$ cat src/rtl/mem_port_arbiter_if.sv
// Bundle of the two cache-side request channels and the main-memory beat port.
//
// Handshake semantics, for every channel in this bundle:
//   - A cache raises x_req and holds it, with all of its x_* inputs stable,
//     until the arbiter pulses x_done. It lowers x_req the cycle after x_done.
//     A request seen while the arbiter is idle is always a new transaction.
//   - One memory beat is in flight whenever mem_req=1. It completes in the
//     cycle where mem_ready=1; read data on mem_rdata is valid only then.
//     mem_ready is ignored while mem_req=0.
//   - x_rvalid marks a read beat for the owning side in the same cycle it
//     completes. x_rdata is zero whenever x_rvalid is zero.
interface mem_port_arbiter_if #(
  parameter int ADDR_W = 32,
  parameter int DATA_W = 32
);
  logic              i_req;
  logic [ADDR_W-1:0] i_addr;
  logic              i_rvalid;
  logic [DATA_W-1:0] i_rdata;
  logic              i_done;

  logic              d_req;
  logic              d_we;
  logic [ADDR_W-1:0] d_addr;
  logic [DATA_W-1:0] d_wdata;
  logic [3:0]        d_be;
  logic              d_rvalid;
  logic [DATA_W-1:0] d_rdata;
  logic              d_done;

  logic              mem_req;
  logic              mem_we;
  logic [ADDR_W-1:0] mem_addr;
  logic [DATA_W-1:0] mem_wdata;
  logic [3:0]        mem_be;
  logic              mem_ready;
  logic [DATA_W-1:0] mem_rdata;

  // Arbiter side.
  modport slave (
    input  i_req, i_addr, d_req, d_we, d_addr, d_wdata, d_be,
           mem_ready, mem_rdata,
    output i_rvalid, i_rdata, i_done, d_rvalid, d_rdata, d_done,
           mem_req, mem_we, mem_addr, mem_wdata, mem_be
  );

  // Environment side: the two caches plus the memory model.
  modport master (
    output i_req, i_addr, d_req, d_we, d_addr, d_wdata, d_be,
           mem_ready, mem_rdata,
    input  i_rvalid, i_rdata, i_done, d_rvalid, d_rdata, d_done,
           mem_req, mem_we, mem_addr, mem_wdata, mem_be
  );
endinterface

$ cat src/rtl/mem_port_arbiter.sv
// Shares the single main-memory port between the I-cache refill path and the
// D-cache path. Block reads are issued as BLOCK_WORDS sequential beats from
// the block base; D-side writes are a single beat. Ties are broken
// round-robin so neither side waits longer than one transaction of the other.
module mem_port_arbiter #(
  parameter int ADDR_W      = 32,
  parameter int DATA_W      = 32,
  parameter int BLOCK_WORDS = 4
) (
  input  logic                 clk,
  input  logic                 rst,
  mem_port_arbiter_if.slave    bus,
  output logic [1:0]           dbg_state
);

  localparam int              BW        = $clog2(BLOCK_WORDS);
  localparam logic [BW-1:0]   LAST_BEAT = BW'(BLOCK_WORDS - 1);

  typedef enum logic [1:0] {
    IDLE    = 2'd0,
    GRANT_I = 2'd1,
    GRANT_D = 2'd2
  } state_t;

  state_t        state, state_n;
  logic [BW-1:0] beat;
  logic          last_grant_d;  // 0: last grant went to I, 1: to D

  // Word address of a read beat: block base of the request plus beat index.
  function automatic logic [ADDR_W-1:0] beat_addr(input logic [ADDR_W-1:0] a,
                                                  input logic [BW-1:0]     b);
    beat_addr = {a[ADDR_W-1:BW+2], b, 2'b00};
  endfunction

  assign dbg_state = state;

  // State, beat counter and round-robin history.
  always_ff @(posedge clk) begin
    if (rst) begin
      state        <= IDLE;
      beat         <= '0;
      last_grant_d <= 1'b0;
    end else begin
      state <= state_n;
      if (state == IDLE) begin
        beat <= '0;
        if (state_n == GRANT_I) begin
          last_grant_d <= 1'b0;
        end else if (state_n == GRANT_D) begin
          last_grant_d <= 1'b1;
        end
      end else if (bus.mem_ready) begin
        beat <= beat + BW'(1);
      end
    end
  end

  // Grant selection, memory beat drive and return-path steering.
  always_comb begin
    state_n       = state;
    bus.mem_req   = 1'b0;
    bus.mem_we    = 1'b0;
    bus.mem_addr  = '0;
    bus.mem_wdata = '0;
    bus.mem_be    = 4'h0;
    bus.i_rvalid  = 1'b0;
    bus.i_rdata   = '0;
    bus.i_done    = 1'b0;
    bus.d_rvalid  = 1'b0;
    bus.d_rdata   = '0;
    bus.d_done    = 1'b0;

    case (state)
      IDLE: begin
        // On a tie, serve the side that was not granted last.
        if (bus.d_req && (!bus.i_req || !last_grant_d)) begin
          state_n = GRANT_D;
        end else if (bus.i_req) begin
          state_n = GRANT_I;
        end
      end

      GRANT_I: begin
        bus.mem_req  = 1'b1;
        bus.mem_addr = beat_addr(bus.i_addr, beat);
        bus.mem_be   = 4'hF;
        if (bus.mem_ready) begin
          bus.i_rvalid = 1'b1;
          bus.i_rdata  = bus.mem_rdata;
          if (beat == LAST_BEAT) begin
            bus.i_done = 1'b1;
            state_n    = IDLE;
          end
        end
      end

      GRANT_D: begin
        bus.mem_req = 1'b1;
        if (bus.d_we) begin
          bus.mem_we    = 1'b1;
          bus.mem_addr  = {bus.d_addr[ADDR_W-1:2], 2'b00};
          bus.mem_wdata = bus.d_wdata;
          bus.mem_be    = bus.d_be;
          if (bus.mem_ready) begin
            bus.d_done = 1'b1;
            state_n    = IDLE;
          end
        end else begin
          bus.mem_addr = beat_addr(bus.d_addr, beat);
          bus.mem_be   = 4'hF;
          if (bus.mem_ready) begin
            bus.d_rvalid = 1'b1;
            bus.d_rdata  = bus.mem_rdata;
            if (beat == LAST_BEAT) begin
              bus.d_done = 1'b1;
              state_n    = IDLE;
            end
          end
        end
      end

      default: state_n = IDLE;
    endcase
  end

endmodule
$ cat src/flat_wrapper.sv
// flat-port wrapper written by rule: the top's interface ports become plain ports
module mem_port_arbiter_flat 
#(
  parameter int ADDR_W      = 32,
  parameter int DATA_W      = 32,
  parameter int BLOCK_WORDS = 4
)
  (clk, rst, dbg_state, bus_i_req, bus_i_addr, bus_d_req, bus_d_we, bus_d_addr, bus_d_wdata, bus_d_be, bus_mem_ready, bus_mem_rdata, bus_i_rvalid, bus_i_rdata, bus_i_done, bus_d_rvalid, bus_d_rdata, bus_d_done, bus_mem_req, bus_mem_we, bus_mem_addr, bus_mem_wdata, bus_mem_be);
  mem_port_arbiter_if #(.ADDR_W(ADDR_W), .DATA_W(DATA_W)) bus_i ();
  input  logic clk;
  input  logic rst;
  output logic [1:0] dbg_state;
  input wire logic [$bits(bus_i.i_req)-1:0] bus_i_req;
  input wire logic [$bits(bus_i.i_addr)-1:0] bus_i_addr;
  input wire logic [$bits(bus_i.d_req)-1:0] bus_d_req;
  input wire logic [$bits(bus_i.d_we)-1:0] bus_d_we;
  input wire logic [$bits(bus_i.d_addr)-1:0] bus_d_addr;
  input wire logic [$bits(bus_i.d_wdata)-1:0] bus_d_wdata;
  input wire logic [$bits(bus_i.d_be)-1:0] bus_d_be;
  input wire logic [$bits(bus_i.mem_ready)-1:0] bus_mem_ready;
  input wire logic [$bits(bus_i.mem_rdata)-1:0] bus_mem_rdata;
  output wire logic [$bits(bus_i.i_rvalid)-1:0] bus_i_rvalid;
  output wire logic [$bits(bus_i.i_rdata)-1:0] bus_i_rdata;
  output wire logic [$bits(bus_i.i_done)-1:0] bus_i_done;
  output wire logic [$bits(bus_i.d_rvalid)-1:0] bus_d_rvalid;
  output wire logic [$bits(bus_i.d_rdata)-1:0] bus_d_rdata;
  output wire logic [$bits(bus_i.d_done)-1:0] bus_d_done;
  output wire logic [$bits(bus_i.mem_req)-1:0] bus_mem_req;
  output wire logic [$bits(bus_i.mem_we)-1:0] bus_mem_we;
  output wire logic [$bits(bus_i.mem_addr)-1:0] bus_mem_addr;
  output wire logic [$bits(bus_i.mem_wdata)-1:0] bus_mem_wdata;
  output wire logic [$bits(bus_i.mem_be)-1:0] bus_mem_be;
  assign bus_i.i_req = bus_i_req;
  assign bus_i.i_addr = bus_i_addr;
  assign bus_i.d_req = bus_d_req;
  assign bus_i.d_we = bus_d_we;
  assign bus_i.d_addr = bus_d_addr;
  assign bus_i.d_wdata = bus_d_wdata;
  assign bus_i.d_be = bus_d_be;
  assign bus_i.mem_ready = bus_mem_ready;
  assign bus_i.mem_rdata = bus_mem_rdata;
  assign bus_i_rvalid = bus_i.i_rvalid;
  assign bus_i_rdata = bus_i.i_rdata;
  assign bus_i_done = bus_i.i_done;
  assign bus_d_rvalid = bus_i.d_rvalid;
  assign bus_d_rdata = bus_i.d_rdata;
  assign bus_d_done = bus_i.d_done;
  assign bus_mem_req = bus_i.mem_req;
  assign bus_mem_we = bus_i.mem_we;
  assign bus_mem_addr = bus_i.mem_addr;
  assign bus_mem_wdata = bus_i.mem_wdata;
  assign bus_mem_be = bus_i.mem_be;
  mem_port_arbiter #(.ADDR_W(ADDR_W), .DATA_W(DATA_W), .BLOCK_WORDS(BLOCK_WORDS)) u_core (.clk(clk), .rst(rst), .bus(bus_i), .dbg_state(dbg_state));
endmodule
$ cat config.mk
export PLATFORM = sky130hd
export DESIGN_NAME = mem_port_arbiter_flat
export DESIGN_NICKNAME = d
export VERILOG_FILES = /design/src/rtl/mem_port_arbiter_if.sv /design/src/rtl/mem_port_arbiter.sv /design/src/flat_wrapper.sv
export SDC_FILE = /design/constraint.sdc
export NUM_CORES = 1
export LEC_CHECK = 0
export CELL_PAD_IN_SITES_DETAIL_PLACEMENT = 1
export CELL_PAD_IN_SITES_GLOBAL_PLACEMENT = 1
export CORE_MARGIN = 2
export CORE_UTILIZATION = 13
export CTS_BUF_LIST = sky130_fd_sc_hd__clkbuf_8
export DETAILED_ROUTE_END_ITERATION = 16
export PLACE_DENSITY = 0.89
export SYNTH_ARGS = -nofsm -noshare
export SYNTH_HDL_FRONTEND = slang
export SYNTH_SLANG_ARGS = --single-unit
export TNS_END_PERCENT = 50
$ cat constraint.sdc
create_clock -name clk -period 5.1 [get_ports clk]
set_input_delay 1.02 -clock clk [delete_from_list [all_inputs] [get_ports clk]]
set_output_delay 1.02 -clock clk [all_outputs]
set_load 0.02 [all_outputs]
==> results of run 1 <==
## cells in the mapped netlist, types with 2 or more instances
cell | count | area [um^2]
a21boi_1 | 2 | 15.0
dfxtp_1 | 5 | 100
inv_1 | 2 | 7.51
clkbuf_1 | 12 | 45.0
buf_4 | 5 | 37.5
a22oi_1 | 28 | 210
nand2b_1 | 4 | 25.0
nor3_1 | 2 | 10.0
a21oi_1 | 6 | 30.0
and3_1 | 66 | 413
ha_1 | 6 | 75.1
o21ai_0 | 3 | 15.0
and2_1 | 34 | 213
buf_2 | 11 | 55.1
nand2_1 | 3 | 11.3
nor2_1 | 4 | 15.0
nor2b_1 | 35 | 219
clkbuf_2 | 3 | 15.0
## kinds of logic after synthesis
logic type,count (synthesis)
AOI/OAI and AO/OA,45
xor gates and xnor gates,1
adders and majority gates,6
buffers and inverters,33
DFF,5
muxes,1
other,1
and+or+nand+nor,152
## cell type report
type | instances | area [um^2] | share of cell area, %
Clock inverter | 1 | 3.75 | 0.0842
Timing Repair Buffer | 275 | 2740 | 61.4
Multi-Input combinational cell | 207 | 1360 | 30.5
Tap cell | 168 | 210 | 4.71
Clock buffer | 3 | 41.3 | 0.926
Sequential cell | 5 | 100 | 2.24
Inverter | 2 | 7.51 | 0.168
## state kept, by name, indices dropped and copies added, names as in the netlist
register and count:
u_core.beat 2, u_core.dbg_state 2, u_core.last_grant_d 1
## worst paths after layout
path	depth (start not counted)	startpoint	slack, ns	endpoint
hold / removal	2	u_core.last_grant_d	0.51	u_core.last_grant_d
hold reg to reg	2	u_core.last_grant_d	0.51	u_core.last_grant_d
setup / recovery	4	bus_d_we	0.96	bus_mem_wdata[18]
setup reg to reg	9	u_core.dbg_state[1]	2.53	u_core.last_grant_d
## power groups by stage
stage	combinational, W	clock, W	sequential (W)
finish	0.000455	0.0000745	0.0000507
global route	0.000489	0.0000795	0.0000516
CTS	0.000460	0.0000767	0.0000508
detailed placement	0.000459	0	0.0000511
global placement	0.000444	0	0.0000508
floorplan	0.000217	0	0.0000518
## metrics by stage
stage | instance area [um^2] | power (W)
after CTS | 4460 | 0.000588
after floorplan | 1610 | 0.000269
after detailed placement | 4410 | 0.000510
after global routing | 4460 | 0.000620
final | 4460 | 0.000580
after global placement | 4410 | 0.000495
## critical path, delay by kind of cell
family / cells / cell delay, ns
buffers and inverters: 3 / 1.87
AND/OR/NAND/NOR: 1 / 0.23
## per-layer routing
layer  GRT usage, %  up-vias  routed length [um]  part of all wire, %
met4           1.45        0                  48                 0.43
met5              0        -                   0                    0
met1           17.9     1297                4360                   39
met2           29.3      133                5930                   54
li1               -     1349                   -                    -
met3           2.79        6                 729                  6.6
==> results.sh, run 1 <==
export IMPL_status="completed"
export IMPL_nets=638
export IMPL_path_common_cell="clkdlybuf4s50_1"
export IMPL_relSlewSlack_pct=39.8
export IMPL_post_route_util_pct=37.0
export IMPL_finalNonFillerCells=661
export IMPL_cts_root_buf="clkbuf_8"
export IMPL_final_cell_mix="clkdlybuf4s50_1, and3_1, nor2b_1, and2_1, a22oi_1"
export IMPL_grt_max_degree=45
export IMPL_place_congestion=0.751
export IMPL_ios=278
export IMPL_clock_latency_ns=0.23
export IMPL_drive_gt1_share_pct=2.64
export IMPL_grt_pass1_vias=2843
export IMPL_p_leak_nw=1.77
export IMPL_hpwl_mm=9.00
export IMPL_p_per_area_mw_per_mm2=130
export IMPL_row_count=40
export IMPL_gr_total_overflow=0
export IMPL_ctsResizeCount=0
export IMPL_post_route_drc_count=0
export IMPL_synth_top_family_by_area="simple AND/OR/NAND/NOR gates"
export IMPL_cp_required_ns=4.08
export IMPL_chipWidth_um=115
export IMPL_ys_ff_latch=5
export IMPL_synth_edf_count=0
export IMPL_setup_viol=0
export IMPL_period_needed_ns=4.14
export IMPL_hp_class="flip-flop to flip-flop"
export IMPL_cts_tree="done"
export IMPL_io_buffers=269
export IMPL_path_clk_slew_ns=0.03
export IMPL_postLayoutSetupSlackWorst_ns=0.957
export IMPL_fin_hold_ws_ns=0.509
export IMPL_yosys_area_share_xor_xnor_pct=0.544
export IMPL_clock_path_buffers=2
export IMPL_final_common_cell="clkdlybuf4s50_1"
export IMPL_dieArea_mm2=0.0133
export IMPL_n_fill_cell=1454
export IMPL_antenna_cells=0
export IMPL_rsz0062_at_grt="no"
export IMPL_grt_pass1_wl_mm=15.9
export IMPL_ys_types=31
export IMPL_post_cts_buffers=0
export IMPL_clock_skew_ns=0.00371
export IMPL_cp_max_fo=28
export IMPL_clkPwrFrac_pct=12.8
export IMPL_tightest_slew_ns=0.903
export IMPL_synth_area_per_cell_um2=6.60
export IMPL_yosysWarnings=0
export IMPL_yosys_area_share_adder_pct=4.66
export IMPL_yosys_area_share_simple_pct=58.1
export IMPL_synth_top_flop_cell="dfxtp_1"
export IMPL_switching_share_pct=41.4
export IMPL_synthMuxAreaShare_pct=0.622
export IMPL_finalSetupTns_ns=0
export IMPL_ctsHoldBuffers=0
export IMPL_synth_compound_area_share_pct=19.7
export IMPL_first_pass_iters=4
export IMPL_drt_initial_drc_count=104
export IMPL_critPathMaxStageDelay_ns=0.88
export IMPL_chipHeight_um=115
export IMPL_post_drt_wl_per_cell_um=16.7
export IMPL_postRouteAntennaNets=0
export IMPL_hold_viol=0
export IMPL_coreArea_mm2=0.0121
export IMPL_htree_levels=1
export IMPL_min_period_over_period_pct=81.2
export IMPL_initial_core_util_pct=13.4
export IMPL_cts_buffers=3
export IMPL_critPathCaptureType="primary output"
export IMPL_grt_usage_pct=15.1
export IMPL_clock_sinks=5
export IMPL_fmax_mhz=241
export IMPL_internal_power_w=0.000340
export IMPL_drt_wl_total_mm=11.1
export IMPL_placed_cells=657
export IMPL_arrival_ns=3.12
export IMPL_place_ws_ns=0.875
export IMPL_worst_setup_path_start_kind="primary input"
export IMPL_finalMaxSlewViolations=0
export IMPL_slowest_stage="clkdlybuf4s50_1"
export IMPL_p_sw_w=0.000240
export IMPL_syn_area_mm2=0.00161
export IMPL_netlist_instances=244
export IMPL_cap_viol_max_count=0
export IMPL_ys_seq_area_share_pct=6.22
export IMPL_worstSetupPathType="primary input to primary output"
export IMPL_p_comb_share_pct=78.4
export IMPL_vias_per_cell=4.21
export IMPL_antenna_found_initial=0
export IMPL_cp_cell_sequence="clkdlybuf4s50_1 > buf_4 > and3_1 > clkdlybuf4s50_1"
export IMPL_vias=2785
export IMPL_ir_worst_vdd_mv=0.0951
export IMPL_synth_async_reset_ratio_pct=0
export IMPL_syn_to_final_growth_pct=177
export IMPL_seq_power_share_pct=8.7
Power figures use the tool's default switching activity.
==> run 2, diff against run 1 <==
--- a/config.mk
+++ b/config.mk
@@ -8,10 +8,10 @@
 export CELL_PAD_IN_SITES_DETAIL_PLACEMENT = 1
 export CELL_PAD_IN_SITES_GLOBAL_PLACEMENT = 1
 export CORE_MARGIN = 2
-export CORE_UTILIZATION = 13
+export CORE_UTILIZATION = 12
 export CTS_BUF_LIST = sky130_fd_sc_hd__clkbuf_8
 export DETAILED_ROUTE_END_ITERATION = 16
-export PLACE_DENSITY = 0.89
+export PLACE_DENSITY = 0.83
 export SYNTH_ARGS = -nofsm -noshare
 export SYNTH_HDL_FRONTEND = slang
 export SYNTH_SLANG_ARGS = --single-unit
==> constraint.sdc (replaced) <==
create_clock -name clk -period 4.3 [get_ports clk]
set_input_delay 0.86 -clock clk [delete_from_list [all_inputs] [get_ports clk]]
set_output_delay 0.86 -clock clk [all_outputs]
set_load 0.02 [all_outputs]
==> run 2 against run 1 <==
Compared with the run above:
- global-route usage is 1.0 points lower
- non-clock buffer count is 1 higher
- total power is 18% higher
- critical path type unchanged
- highest routed layer is now met5
==> results.sh, run 2 (synthesis gave the netlist of run 1 again) <==
export IMPL_status="completed"
export IMPL_drt_wl_total_mm=10.9
export IMPL_fmax_mhz=271
export IMPL_grt_usage_pct=14.1
export IMPL_coreArea_mm2=0.0132
export IMPL_post_drt_wl_per_cell_um=16.2
export IMPL_internal_power_w=0.000403
export IMPL_ctsResizeCount=0
export IMPL_place_congestion=0.798
export IMPL_worstRegToRegCells=9
export IMPL_p_comb_share_pct=78.8
export IMPL_placed_cells=666
export IMPL_seq_power_share_pct=8.9
export IMPL_cts_buffers=3
export IMPL_first_pass_iters=4
export IMPL_hpwl_mm=8.87
export IMPL_postRouteAntennaNets=0
export IMPL_route_top_layer_used="met5"
export IMPL_worstSetupPathType="primary input to primary output"
export IMPL_ios=278
export IMPL_ir_worst_vdd_mv=0.0964
export IMPL_arrival_ns=2.84
export IMPL_vias_per_cell=4.22
export IMPL_gr_total_overflow=0
export IMPL_post_cts_buffers=0
export IMPL_finalNonFillerCells=670
export IMPL_p_per_area_mw_per_mm2=153
export IMPL_p_leak_nw=1.78
export IMPL_finalSetupTns_ns=0
export IMPL_clkPwrFrac_pct=12.3
export IMPL_antenna_found_initial=1
export IMPL_tightest_slew_ns=0.866
export IMPL_clock_sinks=5
export IMPL_hp_class="flip-flop to flip-flop"
export IMPL_grt_pass1_vias=3021
export IMPL_grt_max_degree=45
export IMPL_min_period_over_period_pct=86.0
export IMPL_clock_latency_ns=0.22
export IMPL_ctsHoldBuffers=0
export IMPL_switching_share_pct=41.2
export IMPL_routed_wl_met2_mm=5.75
export IMPL_critPathCaptureType="primary output"
export IMPL_clock_path_buffers=2
export IMPL_relSlewSlack_pct=42.3
export IMPL_vias=2825
export IMPL_dr_wl_met3_um=711
export IMPL_cts_root_buf="clkbuf_8"
export IMPL_period_needed_ns=3.70
export IMPL_p_sw_w=0.000282
export IMPL_nets=639
export IMPL_drt_initial_drc_count=72
export IMPL_wl_met1_mm=4.27
export IMPL_chipHeight_um=120
export IMPL_final_cell_mix="clkdlybuf4s50_1, and3_1, nor2b_1, and2_1, a22oi_1"
export IMPL_htree_levels=1
export IMPL_n_fill_cell=1578
export IMPL_cts_tree="done"
export IMPL_cp_required_ns=3.44
export IMPL_fin_hold_ws_ns=0.516
export IMPL_dieArea_mm2=0.0144
export IMPL_hold_viol=0
export IMPL_path_clk_slew_ns=0.03
export IMPL_setup_viol=0
export IMPL_io_buffers=269
export IMPL_drive_gt1_share_pct=2.83
export IMPL_post_route_drc_count=0
export IMPL_hold_path_depth=2
export IMPL_antenna_cells=0
export IMPL_rsz0062_at_grt="no"
export IMPL_clock_skew_ns=0.00140
export IMPL_grt_pass1_wl_mm=16.4
export IMPL_initial_core_util_pct=12.2
export IMPL_syn_to_final_growth_pct=178
export IMPL_worst_setup_path_start_kind="primary input"
export IMPL_row_count=42
export IMPL_finalMaxSlewViolations=0
export IMPL_cp_max_fo=33
export IMPL_cap_viol_max_count=0
export IMPL_chipWidth_um=120
export IMPL_final_common_cell="clkdlybuf4s50_1"
run 2: changes by cell type in the layout (fill, tap and decap cells not counted), sizes merged:
cell	change
buf	+1
run 2: cell type report:
| class | count | area, um^2 | share of cell area [%] |
|---|---|---|---|
| well taps | 176 | 220 | 4.92 |
| clock buffers | 3 | 41.3 | 0.922 |
| multi-input cells | 207 | 1360 | 30.4 |
| repair buffers | 276 | 2750 | 61.3 |
| flip-flops and latches | 5 | 100 | 2.24 |
| inverters | 2 | 7.51 | 0.168 |
| clock inverters | 1 | 3.75 | 0.0838 |
run 2: layer usage:
metal  vias to the layer above  global-route usage (%)
li1                       1349                       -
met1                      1339                    16.1
met2                       121                    27.1
met3                        14                    3.33
met4                         2                    1.84
met5                         -                       0
run 2: metrics by stage:
step	util (%)	worst slack (ns)	power, W	cell area, um^2
3_3_place_gp	33.6	0.609	0.000587	4430
3_5_place_dp	33.6	0.556	0.000605	4430
5_1_grt	33.9	0.467	0.000732	4480
6_report	33.9	0.604	0.000685	4480
4_1_cts	33.9	0.539	0.000693	4480
2_1_floorplan	-	1.74	0.000319	1610
run 2: path summary, 6_finish.rpt:
| path | startpoint | slack [ns] | end |
|---|---|---|---|
| hold / removal | u_core.last_grant_d | 0.52 | u_core.last_grant_d |
| hold reg to reg | u_core.last_grant_d | 0.52 | u_core.last_grant_d |
| setup / recovery | bus_d_we | 0.60 | bus_d_rdata[15] |
| setup reg to reg | u_core.dbg_state[0] | 1.32 | u_core.last_grant_d |
run 2: critical path: stages:
cell and delay [ns]:
clkdlybuf4s50_1 0.67, nor2_2 0.20, buf_4 0.29, and2_1 0.17
clkdlybuf4s50_1 0.63
run 2: power groups by stage:
stage	sequential [W]	clock (W)	combinational [W]
after CTS	0.0000610	0.0000864	0.000546
after global placement	0.0000602	0	0.000527
after floorplan	0.0000614	0	0.000257
final	0.0000608	0.0000844	0.000539
after detailed placement	0.0000613	0	0.000544
after global routing	0.0000620	0.0000918	0.000578
